File: src/rtl/pwm_fader_pkg.sv
// Shared definitions for the multi-channel PWM fader: default sizes,
// per-channel fade state encoding and prescaler sizing helper.
package pwm_fader_pkg;

   localparam int DEF_WIDTH        = 10;
   localparam int DEF_CHANNELS     = 4;
   localparam int DEF_FADE_PERIODS = 4;

   typedef enum logic [1:0] {
      ST_IDLE = 2'd0,
      ST_UP   = 2'd1,
      ST_DOWN = 2'd2
   } ch_state_t;

   // Prescaler must hold 0..periods-1; a single period still needs one bit.
   function automatic int presc_width(input int periods);
      return (periods > 1) ? $clog2(periods) : 1;
   endfunction

endpackage

File: src/rtl/pwm_fader_ch.sv
// One PWM channel: target/current/shadow levels, fade FSM, duty comparator
// and registered output with selectable polarity.
module pwm_fader_ch
   import pwm_fader_pkg::*;
#(
   parameter int WIDTH      = DEF_WIDTH,
   parameter bit ACTIVE_LOW = 1'b1
) (
   input  logic             clk,
   input  logic             reset,
   input  logic [WIDTH-1:0] cnt,
   input  logic             wrap,
   input  logic             step,
   input  logic             wr_hit,
   input  logic [WIDTH-1:0] wr_level,
   input  logic             wr_fade,
   output logic             pwm_out,
   output logic             busy
);

   ch_state_t        state, state_next;
   logic [WIDTH-1:0] current, current_next;
   logic [WIDTH-1:0] target, target_next;
   logic [WIDTH-1:0] shadow;
   logic [WIDTH-1:0] current_up;
   logic [WIDTH-1:0] current_dn;

   assign current_up = current + 1'b1;
   assign current_dn = current - 1'b1;

   // A write always takes priority, so a step landing on the same edge is dropped.
   always_comb begin
      state_next   = state;
      current_next = current;
      target_next  = target;
      if (wr_hit) begin
         target_next = wr_level;
         if (!wr_fade) begin
            current_next = wr_level;
            state_next   = ST_IDLE;
         end else if (wr_level > current) begin
            state_next = ST_UP;
         end else if (wr_level < current) begin
            state_next = ST_DOWN;
         end else begin
            state_next = ST_IDLE;
         end
      end else if (step) begin
         case (state)
            ST_UP: begin
               current_next = current_up;
               if (current_up == target) state_next = ST_IDLE;
            end
            ST_DOWN: begin
               current_next = current_dn;
               if (current_dn == target) state_next = ST_IDLE;
            end
            default: begin
               state_next = ST_IDLE;
            end
         endcase
      end
   end

   // Shadow only follows current at the period wrap, keeping every pulse whole.
   always_ff @(posedge clk) begin
      if (reset) begin
         state   <= ST_IDLE;
         current <= '0;
         target  <= '0;
         shadow  <= '0;
         pwm_out <= ACTIVE_LOW;
      end else begin
         state   <= state_next;
         current <= current_next;
         target  <= target_next;
         if (wrap) shadow <= current;
         pwm_out <= (cnt < shadow) ^ ACTIVE_LOW;
      end
   end

   assign busy = (state != ST_IDLE);

endmodule

File: src/rtl/pwm_fader.sv
// Multi-channel phase-aligned PWM generator: shared period counter, fade
// prescaler and write decode feeding one pwm_fader_ch per output.
module pwm_fader
   import pwm_fader_pkg::*;
#(
   parameter int WIDTH        = DEF_WIDTH,
   parameter int CHANNELS     = DEF_CHANNELS,
   parameter int CH_W         = 2,
   parameter int FADE_PERIODS = DEF_FADE_PERIODS,
   parameter bit ACTIVE_LOW   = 1'b1
) (
   input  logic                clk,
   input  logic                reset,
   input  logic                wr_en,
   input  logic [CH_W-1:0]     wr_ch,
   input  logic [WIDTH-1:0]    wr_level,
   input  logic                wr_fade,
   output logic [CHANNELS-1:0] pwm_out,
   output logic [CHANNELS-1:0] busy,
   output logic                period_tick
);

   localparam int PW = presc_width(FADE_PERIODS);
   localparam logic [WIDTH-1:0] LAST_M1 = {{(WIDTH-1){1'b1}}, 1'b0};

   logic [WIDTH-1:0] cnt;
   logic [PW-1:0]    presc;
   logic             wrap;
   logic             step;

   assign wrap = (cnt == '1);
   assign step = wrap && (presc == PW'(FADE_PERIODS - 1));

   // period_tick is decoded one cycle early so the registered pulse lines up with cnt at max.
   always_ff @(posedge clk) begin
      if (reset) begin
         cnt         <= '0;
         presc       <= '0;
         period_tick <= 1'b0;
      end else begin
         cnt         <= cnt + 1'b1;
         period_tick <= (cnt == LAST_M1);
         if (wrap) presc <= step ? '0 : presc + 1'b1;
      end
   end

   for (genvar i = 0; i < CHANNELS; i++) begin : g_ch
      logic wr_hit;
      assign wr_hit = wr_en && (wr_ch == CH_W'(i));

      pwm_fader_ch #(
         .WIDTH      (WIDTH),
         .ACTIVE_LOW (ACTIVE_LOW)
      ) u_ch (
         .clk      (clk),
         .reset    (reset),
         .cnt      (cnt),
         .wrap     (wrap),
         .step     (step),
         .wr_hit   (wr_hit),
         .wr_level (wr_level),
         .wr_fade  (wr_fade),
         .pwm_out  (pwm_out[i]),
         .busy     (busy[i])
      );
   end

endmodule

File: config.mk
export PLATFORM = sky130hd
export DESIGN_NAME = pwm_fader
export DESIGN_NICKNAME = d
export VERILOG_FILES = /design/src/rtl/pwm_fader_pkg.sv /design/src/rtl/pwm_fader_ch.sv /design/src/rtl/pwm_fader.sv
export SDC_FILE = /design/constraint.sdc
export NUM_CORES = 1
export LEC_CHECK = 0
export CAP_MARGIN = 40
export CORE_MARGIN = 2
export CORE_UTILIZATION = 45
export DETAILED_ROUTE_END_ITERATION = 8
export GPL_TIMING_DRIVEN = 0
export HOLD_SLACK_MARGIN = 0.02
export MAX_ROUTING_LAYER = met4
export PLACE_DENSITY = 0.61
export SLEW_MARGIN = 20
export SYNTH_ARGS = -nofsm -noshare
export SYNTH_HDL_FRONTEND = slang
export SYNTH_HIERARCHICAL = 1
export SYNTH_SLANG_ARGS = --single-unit
File: constraint.sdc
create_clock -name clk -period 9.1 [get_ports clk]
set_clock_uncertainty 0.2 [all_clocks]
set_input_delay 1.82 -clock clk [delete_from_list [all_inputs] [get_ports clk]]
set_output_delay 1.82 -clock clk [all_outputs]
set_load 0.05 [all_outputs]
==> impl_metrics.toml <==
[power]
finalPower_mw = 1.61
p_leak_nw = 4.51
powerDensity_nw_per_um2 = 133
vdd_drop_max_mv = 0.119

[timing]
slew_violations = 0
postLayoutSetupSlackWorst_ns = 4.61
setup-tns-final_ns = 0
maxSlewHeadroom = 0.403
fin_crit_sh = 0.493
period_needed_ns = 4.49
setup_viol = 0
tightest_slew_ns = 0.892
clock.fmax_ghz = 0.223
rsz0062_at_grt = "false"
hold_viol = 0

[clock_tree]
cts.sinks = 145
cts_resized = 0
cts_hold_buf = 0
clock_latency_ns = 0.43
clock_path_buffers = 2
cts-root-buf = "clkbuf_16"
cts_setup_buffers = 0
clkSlewWorstSetupHoldPaths_ns = 0.06
cts_max_level = 4
cts_tree = "yes"
cts_inserted_buffers = 17

[routing]
drc_errors = 0
drt-pass1-iter-count = 5
vias_per_cell = 5.84
wl_um = 32500
drtIter0Drc = 722
post_drt_wl_per_cell_um = 18.3
vias = 10371
ant_nets = 0

[yosys]
ys_types = 57
ys_seq_area_frac = 0.267
synth_cells = 1397
ys_seq_elements = 145
synth_warnings = 6
syn_area_per_cell_um2 = 7.77
synth_edf_count = 0
ys.flop_type = "dfxtp_1"
synth_nets = 1500
syn_area_um2 = 10900
async_reset_ff_frac = 0

[grt]
grt_max_degree = 17
grt_pass1_vias = 9521
overflow = 0
grt_usage = 0.260
antenna_found_initial = 1
grt_first_pass_wirelength_um = 51400

[setup_path]
critPathLaunchType = "input port"
worstPathCellList = "clkdlybuf4s50_1 -> nor3b_1 -> clkbuf_1 -> buf_1 -> o21ai_0 -> a21oi_1 -> nor2_1"
crit_path_end_kind = "flop"
crit_fanout = 10
critPathMaxStageDelay_ns = 0.72
critPathArrivalTime_ns = 4.57
crit_path_top_delay_cell = "nor3b_1"
crit_family = "buffers and inverters"
cp_num_buf_inv = 3
crit_type = "input port to flop"
required_ns = 9.18

[final_layout]
drive_gt1_frac = 0.0838
fin_util = 0.512
nNetsFinal = 1545
layout_common_cells = "nor2_1 (163), dfxtp_1 (145), nand2_1 (123), a21oi_1 (103), inv_1 (99)"
syn_to_final_growth_pct = 11.4
fillers = 2338
layout_commonest_cell = "nor2_1"

[placed_design]
dpl_worst_slack_ns = 4.23
gp_congestion = 0.945
hpwlAfterDp_um = 23100
port_buffers = 24

[floorplan]
dieArea_um2 = 25400
fp.dieW_um = 159
ioPinCount = 25
core_um2 = 23600
rows = 56
start_util = 0.460
die-height_um = 159

[run_status]
status = "finished clean"

[flow_run]
cap_violations = 0

[min_path]
hold_class = "flop to flop"
-- cell type report --
| type | count | area (um^2) | share of cell area |
|---|---|---|---|
| Antenna cell | 1 | 2.50 | 0.000207 |
| Buffer | 85 | 419 | 0.0346 |
| Clock buffer | 19 | 433 | 0.0358 |
| Clock inverter | 13 | 138 | 0.0114 |
| Inverter | 107 | 402 | 0.0332 |
| Multi-Input combinational cell | 1060 | 7140 | 0.590 |
| Sequential cell | 145 | 2900 | 0.240 |
| Tap cell | 319 | 399 | 0.0330 |
| Timing Repair Buffer | 26 | 267 | 0.0220 |
-- synth_stat cells (all sizes together), types with 8 or more instances --
cell type	count	area share
xnor2	42	0.034
nand2b	16	0.012
a2111oi	24	0.022
nand3	48	0.022
mux2i	56	0.052
ha	87	0.10
o211a	8	0.0074
inv	107	0.037
dfxtp	145	0.27
a22oi	24	0.017
o21ai	52	0.024
xor2	29	0.023
o211ai	12	0.0083
nor2	163	0.056
or3	23	0.013
a211oi	8	0.0074
o21a	16	0.011
nand2	123	0.043
nand4	16	0.011
and3	18	0.010
a21o	12	0.0083
a211o	8	0.0065
clkbuf	41	0.014
a22o	8	0.0065
a21oi	103	0.047
a21bo	8	0.0074
buf	44	0.024
nor3	26	0.012
o31ai	39	0.027
nor2b	16	0.0092
nor3b	9	0.0081
nor4	12	0.0069
-- state kept, by name (all words and copies together), names as in the netlist --
signal	cells
g_ch.u_ch/current	40
g_ch.u_ch/shadow	40
g_ch.u_ch/target	40
cnt	10
g_ch.u_ch/state	8
g_ch.u_ch/pwm_out	4
presc	2
period_tick	1
-- kinds of logic (layout without fill, tap and decap cells) --
kind of cell	after synthesis	in the layout	share of synthesized area
other	0	1	0
AND/OR/NAND/NOR	492	492	0.224
flip-flops	145	145	0.267
adder cells (fa/ha/maj)	87	87	0.100
buffers and inverters	192	250	0.0756
multiplexers	56	56	0.0516
XOR/XNOR	71	71	0.0573
AO/OA/AOI/OAI	354	354	0.224
-- per-stage QoR --
step | hold WS (ns) | area, um^2 | instances
after floorplan | 0.246 | 10900 | 1397
after global placement | 0.264 | 11500 | 1740
after detailed placement | 0.271 | 11500 | 1741
after CTS | 0.279 | 12100 | 1773
after global routing | 0.303 | 12100 | 1775
final | 0.279 | 12100 | 1775
-- layer usage --
layer  share of wire  vias up  track usage
met5               0        -            -
met2            0.45      327        0.409
li1                -     5080            -
met4           0.027        0       0.0888
met3           0.051       61       0.0367
met1            0.47     4903        0.343
-- worst paths after layout --
path / start / endpoint / slack [ns] / depth (start not counted)
worst max-delay path: wr_en / g_ch[0].u_ch/current[1] / 4.61 / 7
worst min-delay path: g_ch[0].u_ch/target[9] / g_ch[0].u_ch/target[9] / 0.28 / 2
worst max register to register: cnt[1] / g_ch[0].u_ch/current[1] / 4.69 / 11
worst min register to register: g_ch[0].u_ch/target[9] / g_ch[0].u_ch/target[9] / 0.28 / 2
-- worst reg2reg max path, cell delays in order (launching register included) --
cell	delay [ns]
dfxtp_1	0.53
ha_1	0.28
nand3_1	0.20
nor3_1	0.59
and2_1	0.70
inv_1	0.17
o31ai_1	0.52
clkbuf_1	0.48
buf_2	0.35
nor2_1	0.07
a21oi_1	0.13
nor2_1	0.06
-- report_power, final --
part | internal [mW] | leakage, nW | total (mW) | switching [mW]
logic | 0.0944 | 3.07 | 0.241 | 0.147
registers | 0.650 | 1.17 | 0.669 | 0.0192
clock network | 0.404 | 0.262 | 0.697 | 0.293
total | 1.15 | 4.51 | 1.61 | 0.459
Power figures use the tool's default switching activity.
